==> src/rtl/bitstream_byte_fifo.sv <==
// Byte prefetch buffer feeding the arithmetic decoder: circular storage
// followed by a registered head byte that is held until the decoder consumes it.
module bitstream_byte_fifo #(
    parameter int unsigned DEPTH  = 16,
    parameter int unsigned ADDR_W = 4
) (
    input  logic              clk,
    input  logic              reset,
    input  logic              flush,
    input  logic              in_valid,
    input  logic [7:0]        in_data,
    output logic              in_ready,
    input  logic              request,
    output logic [7:0]        data,
    output logic              data_ready,
    output logic [ADDR_W:0]   level,
    output logic              underflow
);

    localparam int unsigned CNT_W = ADDR_W + 1;
    localparam logic [CNT_W-1:0] FULL_CNT = CNT_W'(DEPTH);

    logic [7:0]        mem [DEPTH];
    logic [ADDR_W-1:0] wr_ptr;
    logic [ADDR_W-1:0] rd_ptr;
    logic [CNT_W-1:0]  count;

    logic              wr_en;
    logic              consume;
    logic              refill;
    logic [CNT_W-1:0]  count_nxt;
    logic              data_ready_nxt;

    // Handshake decode and next occupancy; in_ready is a register so the
    // source never sees a combinational path from request or in_valid.
    always_comb begin
        wr_en          = in_valid & in_ready;
        consume        = request & data_ready;
        refill         = (~data_ready | consume) & (count != '0);
        count_nxt      = count + CNT_W'(wr_en) - CNT_W'(refill);
        data_ready_nxt = data_ready;
        if (refill) begin
            data_ready_nxt = 1'b1;
        end else if (consume) begin
            data_ready_nxt = 1'b0;
        end
    end

    // Storage array; contents are meaningless while count is zero, so no reset.
    always_ff @(posedge clk) begin
        if (wr_en && !flush) begin
            mem[wr_ptr] <= in_data;
        end
    end

    // Pointers, occupancy, head register and status flags; flush wins over
    // any concurrent write or request.
    always_ff @(posedge clk or negedge reset) begin
        if (!reset) begin
            wr_ptr     <= '0;
            rd_ptr     <= '0;
            count      <= '0;
            data       <= 8'h00;
            data_ready <= 1'b0;
            in_ready   <= 1'b1;
            level      <= '0;
            underflow  <= 1'b0;
        end else if (flush) begin
            wr_ptr     <= '0;
            rd_ptr     <= '0;
            count      <= '0;
            data       <= 8'h00;
            data_ready <= 1'b0;
            in_ready   <= 1'b1;
            level      <= '0;
            underflow  <= 1'b0;
        end else begin
            if (wr_en) begin
                wr_ptr <= wr_ptr + ADDR_W'(1);
            end
            if (refill) begin
                data   <= mem[rd_ptr];
                rd_ptr <= rd_ptr + ADDR_W'(1);
            end
            count      <= count_nxt;
            data_ready <= data_ready_nxt;
            in_ready   <= (count_nxt != FULL_CNT);
            level      <= count_nxt + CNT_W'(data_ready_nxt);
            underflow  <= underflow | (request & ~data_ready);
        end
    end

endmodule

==> config.mk <==
export PLATFORM = sky130hd
export DESIGN_NAME = bitstream_byte_fifo
export DESIGN_NICKNAME = d
export VERILOG_FILES = /design/src/rtl/bitstream_byte_fifo.sv
export SDC_FILE = /design/constraint.sdc
export NUM_CORES = 1
export LEC_CHECK = 0
export ABC_CLOCK_PERIOD_IN_PS = 3500
export BUFFER_PORTS_ARGS = -buffer_cell sky130_fd_sc_hd__buf_2
export CORE_MARGIN = 4
export CORE_UTILIZATION = 60
export DETAILED_ROUTE_END_ITERATION = 16
export PLACE_DENSITY = 0.83
export REMOVE_ABC_BUFFERS = 1
export SKIP_CTS_REPAIR_TIMING = 1
export SLEW_MARGIN = 10
export SYNTH_ARGS = -nofsm -noshare
export SYNTH_HDL_FRONTEND = slang
export SYNTH_SLANG_ARGS = --single-unit
export TNS_END_PERCENT = 5
==> constraint.sdc <==
create_clock -name clk -period 3.5 [get_ports clk]
set_input_delay 0.7 -clock clk [delete_from_list [all_inputs] [get_ports clk]]
set_output_delay 0.7 -clock clk [all_outputs]
set_load 0.02 [all_outputs]
==> impl_metrics.yaml, run 1 <==
critical_path:
  crit_type: "reg2reg"
  r2r-start: "count[3]"
  critPathBufInv: 6
  startpoint: "count[3]"
  r2r_cells: 17
  crit_required_ps: 3900
  crit_chain: "inv_1 -> ha_1 -> nor4b_4 -> inv_1 -> nand2_1 -> inv_2 -> ha_1 -> inv_1 -> ha_1 -> inv_1 -> fa_1 -> inv_1 -> ha_1 -> nor3b_1 -> mux2_2 -> xor2_1 -> nor2_1"
  path_delay_family: "adder cells"
  cp-start-kind: "flip-flop"
  cp_common_cell: "inv_1"
  crit_path_top_delay_cell: "fa_1"
  critPathArrivalTime_ps: 3670
  slowest_delay_ps: 520
  crit_path_end_kind: "flip-flop"
  path_depth: 17
  crit_fanout: 6
cts:
  cts_root_buf: "clkbuf_8"
  cts_buffer_depth: 2
  cts_made_buffers: 17
  cts.clk_slew.worst_paths_ps: 60
  htree_num_levels: 4
  clkLatencyLatePin_ps: 530
  tritoncts: "yes"
  cts.sinks: 157
global_routing:
  grt_max_degree: 36
  grt_overflow: 0
  track_usage: 0.205
  antenna_found_initial: 0
  grt_first_pass_wirelength_mm: 19.0
  first_global_vias: 3406
logic_synthesis:
  yosysSeqAreaShare: 0.703
  synth_flop_cell: "edfxtp_1"
  yosysUniqueCellTypes: 36
  syn_avg_cell_area_um2: 18.5
  syn-cell-area_mm2: 0.00650
  synth-seq-cells: 157
  yosysWarnings: 0
  synth_top_area_share: 0.591
  async_flop_share: 0.185
  synth_edf_count: 128
  yosys.area.top_type: "edfxtp_1"
  synth_cells: 352
  synth_area_leaders: "edfxtp_1, mux4_1, dfrtp_1"
routing:
  wl_met3_um: 986
  drc: 0
  vias: 3339
  dr.pass1.iters: 5
  highest_layer: "met4"
  wl_met2_mm: 6.02
  antenna_left: 0
  wl_per_cell_um: 22.7
  vias_per_cell: 6.21
  wirelength_met1_mm: 4.90
  postRouteWirelength_mm: 12.2
  detail_route.iter0.violations: 395
pwr:
  p_total_uw: 5320
  p_per_area_mw_per_mm2: 730
  leakagePower_uw: 0.00261
  vdd_ir_drop_max_mv: 0.588
sta:
  fin_crit_ps: 3270
  slew_headroom: 0.229
  post-route-period-util: 0.935
  finalMaxSlewViolations: 0
  setup_tns_ps: 0
  worst_slew_pin_slew_ps: 1160
  hold_viol_final: 0
  fin_skew_ps: 6.21
  fmax_mhz: 306
  finalSetupViolCount: 0
  rsz0062_at_grt: "no"
floorplan:
  num_rows: 37
  dieWidth_um: 112
  start_util: 0.622
  die_area_mm2: 0.0126
  io_pins: 29
  coreArea_mm2: 0.0105
  die_h_um: 112
placement:
  dp_hpwl_mm: 7.27
  io_buffer_count: 28
  gp_congestion: 0.811
status:
  status: "finished clean"
final_layout:
  diodes: 0
  drive_gt1_frac: 0.189
  nFillCells: 636
  num-nets-final: 417
  area_growth_syn_to_layout_pct: 12.1
hold_path:
  hp-class: "in2async"
flow_run:
  drv_cap: 0
-- final cells by class --
| class | instances | area (um^2) | share of cell area |
|---|---|---|---|
| sequential | 157 | 4570 | 0.627 |
| multi-input combinational | 165 | 1770 | 0.243 |
| clock buffer | 17 | 414 | 0.0568 |
| timing repair buffer | 36 | 200 | 0.0275 |
| tap | 136 | 170 | 0.0233 |
| clock inverter | 14 | 113 | 0.0154 |
| inverter | 13 | 48.8 | 0.00669 |
-- synthesized netlist by cell type (3+ instances only) --
master / count
ha_1: 13
edfxtp_1: 128
mux2i_1: 16
nand3b_1: 8
nand2_1: 14
mux4_1: 27
mux4_2: 5
nor2_1: 29
xor2_1: 7
nand2b_1: 3
a21oi_1: 7
clkbuf_1: 6
o221ai_1: 8
inv_1: 12
xnor2_1: 5
dfrtp_1: 28
nor3_1: 4
nor2b_1: 4
buf_2: 4
nand3_1: 3
-- worst paths after layout --
path,end,slack (ps)
worst min-delay path,level[2],180
min in group clk,underflow,430
worst max-delay path,level[4],230
worst max register to register,level[4],230
worst min register to register,underflow,510
max in group asynchronous,data[5],2920
-- registers in the layout, indices dropped and copies added, names as in the netlist --
signal      flops
data_ready      1
rd_ptr          4
count           5
mem           128
data            8
level           5
underflow       1
wr_ptr          4
in_ready        1
-- routing by layer --
layer  vias to the layer above  global-route usage
li1                       1466                   -
met2                       170               0.319
met5                         -                   0
met4                         0              0.0970
met3                        27              0.0512
met1                      1676               0.276
-- placed cells by master (no fill, tap or decap), types with 5 or more instances in the layout --
| cell type | n |
|---|---|
| o221ai_1 | 8 |
| inv_1 | 12 |
| buf_2 | 28 |
| clkbuf_16 | 16 |
| xnor2_1 | 5 |
| dfrtp_1 | 28 |
| xor2_1 | 7 |
| mux2i_1 | 16 |
| nor2_1 | 29 |
| edfxtp_1 | 128 |
| nand3b_1 | 8 |
| mux4_2 | 5 |
| ha_1 | 13 |
| a21oi_1 | 7 |
| nand2_1 | 14 |
| mux4_1 | 27 |
| buf_4 | 8 |
-- report_power, final --
group	switching (uW)	internal (uW)	total, uW
combinational	766	627	1390
clock	747	880	1630
sequential	132	2170	2300
-- kinds of logic (layout without fill, tap and decap cells) --
kind of cell | Yosys count | in the layout | synth area share
muxes | 49 | 49 | 0.153
and+or+nand+nor | 73 | 73 | 0.0564
AOI/OAI and AO/OA | 17 | 17 | 0.0181
buffers and inverters | 30 | 80 | 0.0258
adders and majority gates | 14 | 14 | 0.0281
xor gates and xnor gates | 12 | 12 | 0.0162
DFF | 157 | 157 | 0.703
-- metrics by stage --
step	instance area [um^2]	hold slack [ps]	worst slack (ps)	util	cells
floorplan	6380	404	306	-	335
global placement	6760	479	273	0.646	507
detailed placement	6760	503	187	0.646	507
CTS	7280	183	161	0.696	538
global route	7290	225	0.948	0.697	538
finish	7290	180	228	0.697	538
Power figures use the tool's default switching activity.
==> run 2, diff against run 1 <==
--- a/config.mk
+++ b/config.mk
@@ -7,10 +7,12 @@
 export LEC_CHECK = 0
 export ABC_CLOCK_PERIOD_IN_PS = 3500
 export BUFFER_PORTS_ARGS = -buffer_cell sky130_fd_sc_hd__buf_2
+export CELL_PAD_IN_SITES_DETAIL_PLACEMENT = 1
+export CELL_PAD_IN_SITES_GLOBAL_PLACEMENT = 1
 export CORE_MARGIN = 4
-export CORE_UTILIZATION = 60
+export CORE_UTILIZATION = 53
 export DETAILED_ROUTE_END_ITERATION = 16
-export PLACE_DENSITY = 0.83
+export PLACE_DENSITY = 0.84
 export REMOVE_ABC_BUFFERS = 1
 export SKIP_CTS_REPAIR_TIMING = 1
 export SLEW_MARGIN = 10
==> impl_metrics.yaml, run 2 (synthesis gave the netlist of run 1 again) <==
sta:
  hold_viol_final: 0
  fin_crit_ps: 3280
  fin_skew_ps: 8.60
  finalSetupViolCount: 0
  hold-worst-slack_ps: 310
  post-route-period-util: 0.936
  finalMaxSlewViolations: 0
  slew_headroom: 0.260
  worst_slew_pin_slew_ps: 1110
  fmax_mhz: 305
floorplan:
  start_util: 0.541
  num_rows: 40
  io_pins: 29
  dieWidth_um: 119
  die_area_mm2: 0.0141
  die_h_um: 119
  coreArea_mm2: 0.0120
final_layout:
  layout_common_cells: "edfxtp_1, nor2_1, dfrtp_1, buf_2, mux4_1"
  max_flop_register: "mem"
  fin_cells: 556
  reg.largest.list: "mem x128, data x8"
  num-nets-final: 423
  utilization: 0.622
  diodes: 0
  layout_commonest_cell: "edfxtp_1"
  nFillCells: 1036
  drive_gt1_frac: 0.205
  largest_reg_flops: 128
  area_growth_syn_to_layout_pct: 14.9
global_routing:
  grt_overflow: 0
  grt_max_degree: 36
  first_global_vias: 3624
  track_usage: 0.217
  grt_first_pass_wirelength_mm: 22.0
  antenna_found_initial: 0
routing:
  drc: 0
  vias_per_cell: 6.03
  vias: 3355
  dr.pass1.iters: 4
  antenna_left: 0
  wl_per_cell_um: 25.9
  detail_route.iter0.violations: 228
  postRouteWirelength_mm: 14.4
cts:
  cts_made_buffers: 17
  cts_buffer_depth: 2
  clkLatencyLatePin_ps: 430
  tritoncts: "yes"
  htree_num_levels: 4
  cts.sinks: 157
  cts.clk_slew.worst_paths_ps: 60
  cts_root_buf: "clkbuf_16"
critical_path:
  crit_fanout: 6
  crit_type: "reg2reg"
  cp-start-kind: "flip-flop"
  crit_path_end_kind: "flip-flop"
  crit_required_ps: 3790
  critPathArrivalTime_ps: 3560
pwr:
  p_per_area_mw_per_mm2: 773
  leakagePower_uw: 0.00270
  vdd_ir_drop_max_mv: 0.549
flow_run:
  drv_cap: 0
placement:
  gp_congestion: 0.839
  io_buffer_count: 28
  dp_hpwl_mm: 8.93
  dp.cells: 523
hold_path:
  hp-class: "in2async"
status:
  status: "finished clean"
==> run 2: final timing paths <==
check                           from   endpoint  slack (ps)  cells past startpoint
max                         count[2]   level[4]         220                     17
min                            reset   level[4]         310                      1
max reg2reg                 count[2]   level[4]         220                     17
min reg2reg                underflow  underflow         500                      2
max in group asynchronous      reset    data[0]        2750                      1
min in group clk           underflow  underflow         500                      2
==> run 2: worst max-delay path, stage by stage (launching register included) <==
cell,delay (ps)
dfrtp_1,400
inv_1,90
ha_1,160
nor4b_4,220
inv_1,70
nand2_1,110
inv_2,90
ha_1,290
inv_1,50
ha_1,160
inv_1,50
fa_1,530
inv_1,80
ha_1,240
nor3b_1,150
mux2_2,280
xor2_1,130
nor2_1,60
==> run 2: metrics by stage <==
stage               setup TNS (ps)  worst slack, ps  power [uW]  area [um^2]
global placement                 0              291        3670         6810
detailed placement               0              134        3750         6810
CTS                              0             77.9        5780         7450
finish                           0              223        5780         7480
global route                 -8.96            -8.96        6050         7480
floorplan                        0              306        3290         6380
==> run 2: final cells by class <==
cell class	instances	area, um^2	area share
inverter	13	48.8	0.00653
clock inverter	14	216	0.0290
tap	147	184	0.0246
clock buffer	18	429	0.0574
multi-input combinational	165	1780	0.238
sequential	157	4570	0.611
timing repair buffer	42	245	0.0328
==> run 2: per-layer routing <==
metal	vias up	track usage	wire length, um
met4	0	0.0949	391
met5	-	0	0
li1	1468	-	-
met1	1732	0.269	5550
met3	29	0.0617	1100
met2	126	0.358	7390
==> run 2: power by group <==
group	switching, uW	internal (uW)	total, uW	leakage, uW
Clock	734	1270	2000	0.000304
Sequential	143	2170	2310	0.00153
Combinational	821	647	1470	0.000864
Total	1700	4080	5780	0.00270
==> run 3, diff against run 2 <==
--- a/config.mk
+++ b/config.mk
@@ -6,7 +6,7 @@
 export NUM_CORES = 1
 export LEC_CHECK = 0
 export ABC_CLOCK_PERIOD_IN_PS = 3500
-export BUFFER_PORTS_ARGS = -buffer_cell sky130_fd_sc_hd__buf_2
+export BUFFER_PORTS_ARGS = -buffer_cell sky130_fd_sc_hd__buf_4
 export CELL_PAD_IN_SITES_DETAIL_PLACEMENT = 1
 export CELL_PAD_IN_SITES_GLOBAL_PLACEMENT = 1
 export CORE_MARGIN = 4
==> impl_metrics.yaml, run 3 (synthesis gave the netlist of run 1 again) <==
status:
  status: "finished clean"
critical_path:
  slowest_delay_ps: 530
  crit_chain: "inv_1 -> ha_1 -> nor4b_4 -> inv_2 -> nand2_2 -> inv_2 -> ha_1 -> inv_1 -> ha_2 -> inv_1 -> fa_1 -> inv_1 -> ha_1 -> nor3b_1 -> mux2_2 -> xor2_1 -> nor2_1"
  reg2reg_slack_ps: 180
  cp-start-kind: "flip-flop"
  path_delay_family: "adder cells"
  crit_type: "reg2reg"
  crit_path_end_kind: "flip-flop"
  crit_path_top_delay_cell: "fa_1"
  r2r_end: "level[4]"
  critPathArrivalTime_ps: 3620
  r2r-start: "count[2]"
  critPathBufInv: 6
  cp_common_cell: "inv_1"
  crit_required_ps: 3800
  startpoint: "count[2]"
  r2r_cells: 17
  path_depth: 17
  cp-endpoint: "level[4]"
  crit_fanout: 6
pwr:
  p_per_area_mw_per_mm2: 752
  leakagePower_uw: 0.00267
  vdd_ir_drop_max_mv: 0.494
global_routing:
  antenna_found_initial: 0
  top_usage_layer: "met2"
  use_met1: 0.268
  grtUsageMet2: 0.355
  grt_max_degree: 36
  first_global_vias: 3682
  grtUsageMet3: 0.0474
  track_usage: 0.213
  grt_first_pass_wirelength_mm: 21.8
  grt_overflow: 0
placement:
  dp_hpwl_mm: 9.23
  io_buffer_count: 28
  placed_cell_area_mm2: 0.00684
  dp.cells: 518
  gp_congestion: 0.802
  dp_slack_ps: 161
sta:
  worst_slew_pin_slew_ps: 1130
  finalSetupViolCount: 0
  finalMaxSlewViolations: 0
  hold_viol_final: 0
  post-route-period-util: 0.948
  fmax_mhz: 301
  hold-worst-slack_ps: 199
  slew_headroom: 0.246
  setup_tns_ps: 0
  fin_ws_ps: 183
  fin_skew_ps: 10.5
  fin_crit_ps: 3320
routing:
  dr.pass1.iters: 4
  wl_per_cell_um: 25.1
  vias_per_cell: 5.95
  drc: 0
  antenna_left: 0
  vias: 3283
  detail_route.iter0.violations: 329
  postRouteWirelength_mm: 13.8
final_layout:
  area_growth_syn_to_layout_pct: 14.4
  reg.largest.list: "mem x128, data x8"
  largest_reg_flops: 128
  layout_commonest_cell: "edfxtp_1"
  num-nets-final: 420
  layout_common_cells: "edfxtp_1, buf_4, nor2_1"
  max_flop_register: "mem"
  final_cell_area_mm2: 0.00744
  fin_cells: 552
  diodes: 0
  drive_gt1_frac: 0.207
  nFillCells: 1034
floorplan:
  start_util: 0.541
  num_rows: 40
  die_h_um: 119
  die_area_mm2: 0.0141
  coreArea_mm2: 0.0120
  io_pins: 29
  dieWidth_um: 119
cts:
  cts.sinks: 157
  cts.clk_slew.worst_paths_ps: 60
  tritoncts: "yes"
  cts_made_buffers: 17
  cts_buffer_depth: 2
  clkLatencyLatePin_ps: 420
  htree_num_levels: 4
  cts_root_buf: "clkbuf_16"
flow_run:
  drv_cap: 0
hold_path:
  hp-class: "in2async"
==> run 3: cell types whose count changed in the layout (fill, tap and decap cells not counted), moves of 2 or more <==
| cell | delta |
|---|---|
| inv_6 | +6 |
| bufinv_16 | -4 |
| buf_2 | -28 |
| clkinv_4 | -2 |
| clkinv_2 | +2 |
| buf_4 | +25 |
| clkinvlp_4 | -2 |
==> run 3: per-layer routing <==
layer	routed length, um	share of wire	up-vias
met3	793	0.057	23
met5	0	0	-
met4	309	0.022	0
met1	5610	0.41	1690
met2	7130	0.51	103
li1	-	-	1467
==> run 3: worst min-delay path by stage <==
| stage | from | end | slack (ps) | depth (start not counted) |
|---|---|---|---|---|
| 6_report | reset | level[2] | 200 | 1 |
| 2_1_floorplan | reset | count[0] | 400 | 0 |
| 3_3_place_gp | underflow | underflow | 480 | 2 |
| 4_1_cts | reset | level[2] | 190 | 1 |
| 5_1_grt | reset | level[2] | 210 | 1 |
| 3_5_place_dp | underflow | underflow | 490 | 2 |
==> run 3: worst register-to-register path: stages (launching register included) <==
cell,delay (ps)
dfrtp_1,380
inv_1,80
ha_1,160
nor4b_4,280
inv_2,80
nand2_2,90
inv_2,80
ha_1,290
inv_1,70
ha_2,190
inv_1,60
fa_1,530
inv_1,70
ha_1,230
nor3b_1,140
mux2_2,280
xor2_1,130
nor2_1,50
==> run 3: stage by stage <==
stage               utilization  total power, uW
finish                    0.620             5600
CTS                       0.616             5570
global placement          0.569             3730
global route              0.620             5880
floorplan                     -             3290
detailed placement        0.569             3810
==> run 3: power by group <==
group / internal (uW) / switching [uW]
sequential: 2170 / 144
clock: 991 / 762
combinational: 715 / 816
total: 3870 / 1720
==> run 3: cell type report <==
cell class,instances,area [um^2],area share
Tap cell,147,184,0.0247
Multi-Input combinational cell,165,1790,0.240
Clock inverter,14,134,0.0180
Clock buffer,17,425,0.0572
Sequential cell,157,4570,0.614
Timing Repair Buffer,39,293,0.0393
Inverter,13,48.8,0.00656
